[config.mk]
export PLATFORM = sky130hd
export DESIGN_NAME = seq_bit_serializer
export DESIGN_NICKNAME = d
export VERILOG_FILES = /design/src/rtl/seq_bit_serializer.sv
export SDC_FILE = /design/constraint.sdc
export NUM_CORES = 1
export LEC_CHECK = 0
export ABC_AREA = 1
export ABC_CLOCK_PERIOD_IN_PS = 1550
export BUFFER_PORTS_ARGS = -buffer_cell sky130_fd_sc_hd__buf_2
export CAP_MARGIN = 20
export CORE_AREA = 2 2 60 62
export CTS_CLUSTER_DIAMETER = 80
export DETAILED_ROUTE_END_ITERATION = 8
export DIE_AREA = 0 0 62 64
export PLACE_DENSITY_LB_ADDON = 0.15
export SLEW_MARGIN = 5
export SYNTH_ARGS = -nofsm -noshare
export SYNTH_HDL_FRONTEND = slang
export SYNTH_SLANG_ARGS = --single-unit
[constraint.sdc]
create_clock -name clk -period 1.55 [get_ports clk]
set_input_delay 0.155 -clock clk [delete_from_list [all_inputs] [get_ports clk]]
set_output_delay 0.155 -clock clk [all_outputs]
set_load 0.01 [all_outputs]
[src/rtl/seq_bit_serializer.sv]
// Parallel-in/serial-out stage feeding the sequence detector: WIDTH-bit words in over valid/ready,
// one bit per clock out, with a one-word skid buffer so back-to-back words stream gap-free.
module seq_bit_serializer #(
  parameter int WIDTH     = 8,
  parameter bit MSB_FIRST = 1'b1
) (
  input  logic             clk,
  input  logic             rst,
  input  logic [WIDTH-1:0] data_in,
  input  logic             data_valid,
  output logic             data_ready,
  output logic             ser_out,
  output logic             ser_valid,
  output logic             frame_done,
  output logic             busy
);

  localparam int CW = $clog2(WIDTH);
  localparam logic [CW-1:0] LAST_CNT = CW'(WIDTH - 1);

  typedef enum logic {
    IDLE  = 1'b0,
    SHIFT = 1'b1
  } state_t;

  state_t           state_q, state_d;
  logic [CW-1:0]    cnt_q, cnt_d;
  logic [WIDTH-1:0] shreg_q, shreg_d;
  logic [WIDTH-1:0] buf_q, buf_d;
  logic             buf_full_q, buf_full_d;

  logic             xfer;
  logic             cur_bit;
  logic             last_bit;
  logic [WIDTH-1:0] shreg_adv;

  // Handshake: a word moves on a rising edge where data_valid and data_ready are both high.
  // data_ready depends only on registered state, never on data_valid.
  assign data_ready = !buf_full_q;
  assign xfer       = data_valid && data_ready;

  assign cur_bit   = MSB_FIRST ? shreg_q[WIDTH-1] : shreg_q[0];
  assign shreg_adv = MSB_FIRST ? {shreg_q[WIDTH-2:0], 1'b0} : {1'b0, shreg_q[WIDTH-1:1]};
  assign last_bit  = (state_q == SHIFT) && (cnt_q == LAST_CNT);

  assign ser_valid  = (state_q == SHIFT);
  assign ser_out    = ser_valid && cur_bit;
  assign frame_done = last_bit;
  assign busy       = (state_q == SHIFT) || buf_full_q;

  always_comb begin
    state_d    = state_q;
    cnt_d      = cnt_q;
    shreg_d    = shreg_q;
    buf_d      = buf_q;
    buf_full_d = buf_full_q;
    unique case (state_q)
      IDLE: begin
        if (xfer) begin
          shreg_d = data_in;
          cnt_d   = '0;
          state_d = SHIFT;
        end
      end
      SHIFT: begin
        if (!last_bit) begin
          shreg_d = shreg_adv;
          cnt_d   = cnt_q + 1'b1;
          if (xfer) begin
            buf_d      = data_in;
            buf_full_d = 1'b1;
          end
        end else if (buf_full_q) begin
          // Buffered word takes priority; a full buffer also means no transfer this edge.
          shreg_d    = buf_q;
          buf_full_d = 1'b0;
          cnt_d      = '0;
        end else if (xfer) begin
          shreg_d = data_in;
          cnt_d   = '0;
        end else begin
          cnt_d   = '0;
          state_d = IDLE;
        end
      end
      default: state_d = IDLE;
    endcase
  end

  always_ff @(posedge clk or posedge rst) begin
    if (rst) begin
      state_q    <= IDLE;
      cnt_q      <= '0;
      shreg_q    <= '0;
      buf_q      <= '0;
      buf_full_q <= 1'b0;
    end else begin
      state_q    <= state_d;
      cnt_q      <= cnt_d;
      shreg_q    <= shreg_d;
      buf_q      <= buf_d;
      buf_full_q <= buf_full_d;
    end
  end

endmodule

# Word level (Yosys, flattened, before mapping)
# Cells that the tools add are included.
totals:
  ff_bits: 21
  latchBits: 0
  mem_bits_rw: 0
  rom_bits: 0
  in_bits: 11
  output_inout_bits: 5
  elab_cells: 31
  memories: 0
classes:
  add_sub_neg: 1
  mul: 0
  n_div: 0
  n_lt_le_gt_ge: 0
  n_eq_ne: 2
  shifts: 0
  n_mux: 13
  bitwise_logic: 2
  reduce_logical: 8
op_table:
  columns: ["op", "n"]
  rows:
  - ["2-to-1 mux 8 bit", 3]
  - ["case mux 8 bit (2 select lines)", 1]
  - ["2-to-1 mux 3 bit", 2]
  - ["case mux 3 bit (2 select lines)", 1]
  - ["2-to-1 mux 1 bit", 5]
  - ["adder 3 x 1 -> 3 bit (second input constant)", 1]
  - ["equality test 3 bit (second input constant)", 1]
  - ["logical AND 1 bit", 3]
  - ["AND reduction 3 bit", 1]
  - ["inequality test 2 bit (second input constant)", 1]
  - ["inverter 1 bit", 2]
  - ["case mux 1 bit (2 select lines)", 1]
  - ["AND reduction 2 bit", 1]
  - ["nonzero test 2 bit", 1]
  - ["zero test 1 bit", 1]
  - ["logical OR 1 bit", 1]

# Logic depth before layout (Yosys ltp)
depth:
  word_depth: 6
  ltp_mapped: 7
  depth_no_buf: 7

# Worst setup path after synthesis
# No wires, ideal clock.
synth_timing:
  path_kind: "reg2reg"
  start: "register cnt_q[0]"
  end: "register buf_q[0]"
  setup_time_ns: 0.117
  arrival_time_ns: 1.301
  required_ns: 1.433
  setup_slack_ns: 0.131
  stages_incl_launch_ff: 8
  path_buffers: 1
  synth_period_minus_slack_ns: 1.419
  path_cell_list: "dfrtp_1 ha_1 ha_1 nor2_4 nand2_4 buf_6 nand2_1 o21ai_2"
synth_via:
  elab_chain_cells: 4
synth_lines:
  columns: ["item", "line", "rtl"]
  rows:
  - ["start: declaration", "27", "logic [CW-1:0] cnt_q, cnt_d;"]
  - ["start signal: assignment", "99", "cnt_q <= cnt_d;"]
  - ["equality test 3 bit", "44", "assign last_bit = (state_q == SHIFT) && (cnt_q == LAST_CNT);"]
  - ["logical AND 1 bit", "44", null]
  - ["inverter 1 bit (no line)", null, null]
  - ["AND reduction 3 bit (no line)", null, null]
  - ["end signal: assignment", "101", "buf_q <= buf_d;"]
  - ["end: declaration", "29", "logic [WIDTH-1:0] buf_q, buf_d;"]
# No other way between the ends.
# A chain may end at the register's enable or synchronous reset.

# Final worst setup path
layout_timing:
  start: "register cnt_q[1]"
  end: "output port frame_done"
layout_via:
  elab_chain_cells: 2
layout_lines:
  columns: ["item", "line", "rtl"]
  rows:
  - ["equality test 3 bit", "44", null]
  - ["logical AND 1 bit", "44", null]
  - ["end: declaration", "14", "output logic frame_done,"]
# No other way between the ends.

==> summary by stage <==
Run status
The run finished with clean final reports.

Clock network
The clock passes through at most 2 buffers. The root buffer selected by CTS is clkbuf_4. Counting the buffers created by CTS gives 3. The clock-pin slew on the worst setup and hold paths is 0.12 ns. For this design, the sink count on the clock tree is 21.

TritonCTS built the clock tree. CTS built an H-tree with a depth of 1. The clock network latency to the later pin of the worst-skew pair is approximately 0.31 ns.

Drt
The final routed DRC violation total is 0. The number of vias per cell after detailed routing is between 4 and 5. Summed over all layers, the routed wires come to approximately 2.3 mm.

The post-route antenna net violation count is 0. Across all layers, the routed design uses slightly above 900 vias. The number of DRC violations after detailed-routing iteration 0 is 30. The pre-antenna-repair detailed-routing pass consisted of 4 iterations. The detailed-route wire length per cell is approximately 11 um.

Timing
Derived from the worst setup path, the maximum achievable clock frequency is roughly 0.67 GHz. The transition at the pin with the smallest max-transition slack is about 0.38 ns. The max-slew violation count came to 0. Setup slack on the critical path of the routed design comes to around 0.047 ns. The time the final worst path needs with I/O delays and setup is 1.503 ns. Adding up every negative setup slack in the final design gives 0 ns. The hold violation count in the final report was 0.

The worst pin sits at a relative slew slack of around 74%. Setup violations remaining at the end of the flow were counted as 0. Setup repair after global routing left no endpoint under its margin.

The period utilization is 96.99%. The final clock skew is 0.004288 ns.

Placement
The number of placed instances with taps included is just over 200. Routability-driven placement finished with a final weighted congestion of around 0.8. Detailed placement ended at an HPWL of approximately 1.6 mm.

During placement, the flow inserted port buffers numbering 15. The setup slack at placement is 0.06168 ns.

Power and ir drop
The leakage power of the design is 0.7425 nW. The worst IR drop on VDD is about 0.52 mV. The design draws approximately 2.3 mW.

Power spread over the standard cell area amounts to roughly 1700 nW/um2.

Die
The initial utilization of the core area, before any placement, comes to between 30% and 40%. The die extent in x is 62 um. The die covers roughly 4000 um2. Measured along the y axis, the die boundary spans approximately 64 um.

After floorplanning, the core was divided into 21 placement rows. The core region is between 3000 and 4000 um2. 16 I/O pins were placed.

Logic synthesis
In the synthesized netlist the dominant register cell turns out to be dfrtp_1. The synthesized design contains 0 enable-type register cells. nand2_1 is the most common cell in the netlist. The number of library cell types mapped by synthesis is 15. After synthesis, the largest area contributor takes up 47.03% of total cell area. Counting instances in the post-synthesis netlist gives the leading cell types as nand2_1 (37), inv_1 (28), nor2_1 (22), dfrtp_1 (21), nand3_1 (21). The Yosys step of the flow raised 0 warnings. When the netlist entered floorplanning its net count stood at 161. The proportion of synthesized chip area in sequential cells is a little under half. The dominant cell type by area after synthesis is dfrtp_1.

Ranked by total cell area, the synthesized netlist is headed by dfrtp_1 (47%), nand2_1 (12%), inv_1 (9.4%), nand3_1 (9.4%), nor2_1 (7.4%). Dividing the synthesized area by the synthesized cell count gives roughly 7.5 um2. Synthesis produced a netlist whose cell count is around 150. The async set-reset flop share out of synthesis is 100.0%. Synthesis inferred 21 register bits. The mapped netlist covers around 1100 um2.

Global routing
The pin count of the biggest net entering global routing is 22. The via count of the first global-routing pass is 902. The first-pass GRT wire length is slightly above 4 mm.

The sum of overflow across all layers after global routing is 0. The initial antenna violation count is 0. The all-layer global routing usage is 13.44%.

Worst setup path
The master of the slowest instance on the critical path is dfrtp_1. The type of the worst setup path is flip-flop to output pin. Data on the critical path arrives at its endpoint at approximately 1.4 ns. The critical path goes through ha_2 -> ha_4 -> nand2_4 -> inv_2 -> buf_2. In this design, the stage delay of the slowest critical-path cell is 0.41 ns. The source of the critical timing path is cnt_q[1].

The worst setup path is captured at an output pin. The worst flop-to-flop path startpoint is cnt_q[1]. The worst setup path is launched from a flip-flop. Counting both buffers and inverters, the worst setup path holds a total of 2. The data required time of the critical path is approximately 1.4 ns. The family with the most delay on the worst path is flip-flops. Of all nets on the critical path, the largest fanout is 5.

Cells and area
The number of nets in the final layout is roughly 180. Cells with a size suffix above 1 make up approximately 22% of the layout. Compared with the post-synthesis result, the final layout area differs by 17.92%. 0 antenna diodes ended up in the layout. The final core utilization is 40.11%.

The final non-filler cell total is around 220.

Run
Max-cap violations in this run came to 0.

Worst hold path
The min-delay analysis places its worst path in the category input port to flip-flop. The start point of the worst min-delay path is data_in[3].
==> worst reg2reg max path, cell delays in order (launching register included) <==
cell	delay [ns]
dfrtp_1	0.41
ha_2	0.20
ha_4	0.19
nor2_4	0.16
nand2_4	0.16
nand2_1	0.12
o21ai_2	0.05
==> final cells by class <==
type                       count  area [um2]
fill                         345        1967
sequential                    21       525.5
multi-input combinational     94       476.7
timing repair buffer          21       122.6
inverter                      29       108.9
tap                           46       57.56
clock buffer                   4       26.28
==> logic make-up (layout without fill, tap and decap cells) <==
kind of cell,after synthesis,in the layout,share of synthesized area (%)
buffers and inverters,33,54,12.32
adders and majority gates,2,2,2.239
AOI/OAI and AO/OA,10,10,7.166
DFF,21,21,47.03
and+or+nand+nor,82,82,31.24
==> cells in the final DEF, fill, tap and decap left out <==
| cell type | netlist | routed |
|---|---|---|
| ha_4 | 0 | 1 |
| o21ai_2 | 8 | 8 |
| nand3_1 | 21 | 21 |
| dlygate4sd3_1 | 0 | 1 |
| ha_2 | 0 | 1 |
| o21ai_1 | 1 | 1 |
| buf_4 | 1 | 5 |
| inv_1 | 28 | 27 |
| nor2_4 | 1 | 1 |
| buf_2 | 2 | 15 |
| nand2_4 | 1 | 2 |
| dfrtp_1 | 21 | 21 |
| nand2_1 | 37 | 36 |
| inv_2 | 1 | 2 |
| clkbuf_4 | 0 | 3 |
| o21ai_0 | 1 | 1 |
| clkbuf_1 | 0 | 1 |
| nor2_1 | 22 | 22 |
==> per-stage QoR <==
step           hold WS, ns  cell area, um2
2_1_floorplan       0.1315            1117
3_3_place_gp        0.2059            1236
3_5_place_dp        0.2050            1236
4_1_cts             0.1009            1297
5_1_grt            0.09979            1318
6_report           0.09973            1318
==> power breakdown <==
part | total (mW) | leakage, nW | switching [mW] | internal [mW]
logic | 1.09 | 0.465 | 0.660 | 0.427
clock network | 0.278 | 0.0150 | 0.178 | 0.101
registers | 0.929 | 0.263 | 0.145 | 0.784
total | 2.29 | 0.742 | 0.983 | 1.31
==> registers in the layout, indices dropped and copies added, names as in the netlist <==
register    flops
buf_full_q      1
shreg_q         8
buf_q           8
ser_valid       1
cnt_q           3
==> per-layer routing <==
layer / global-route usage, % / part of all wire (%)
met1: 20.64 / 49
met2: 19.27 / 45
met3: 2.429 / 3.7
met4: 3.191 / 1.3
met5: 0 / 0
==> final timing paths <==
kind / end / slack (ns) / cells past startpoint
min: buf_q[3] / 0.1 / 3
max: frame_done / 0.05 / 5
min in group asynchronous: cnt_q[2] / 0.40 / 4
max in group asynchronous: shreg_q[1] / 0.92 / 4
min reg2reg: buf_q[3] / 0.50 / 2
max reg2reg: buf_q[3] / 0.16 / 6
==> repair_timing <==
action	CTS	global route
setup buffers	1	2
hold endpoints to repair	21	0
hold buffers	1	0
endpoints found under the setup margin	1	1
gates resized for setup	4	2
pin swaps	0	1
(Power assumes the default switching activity.)
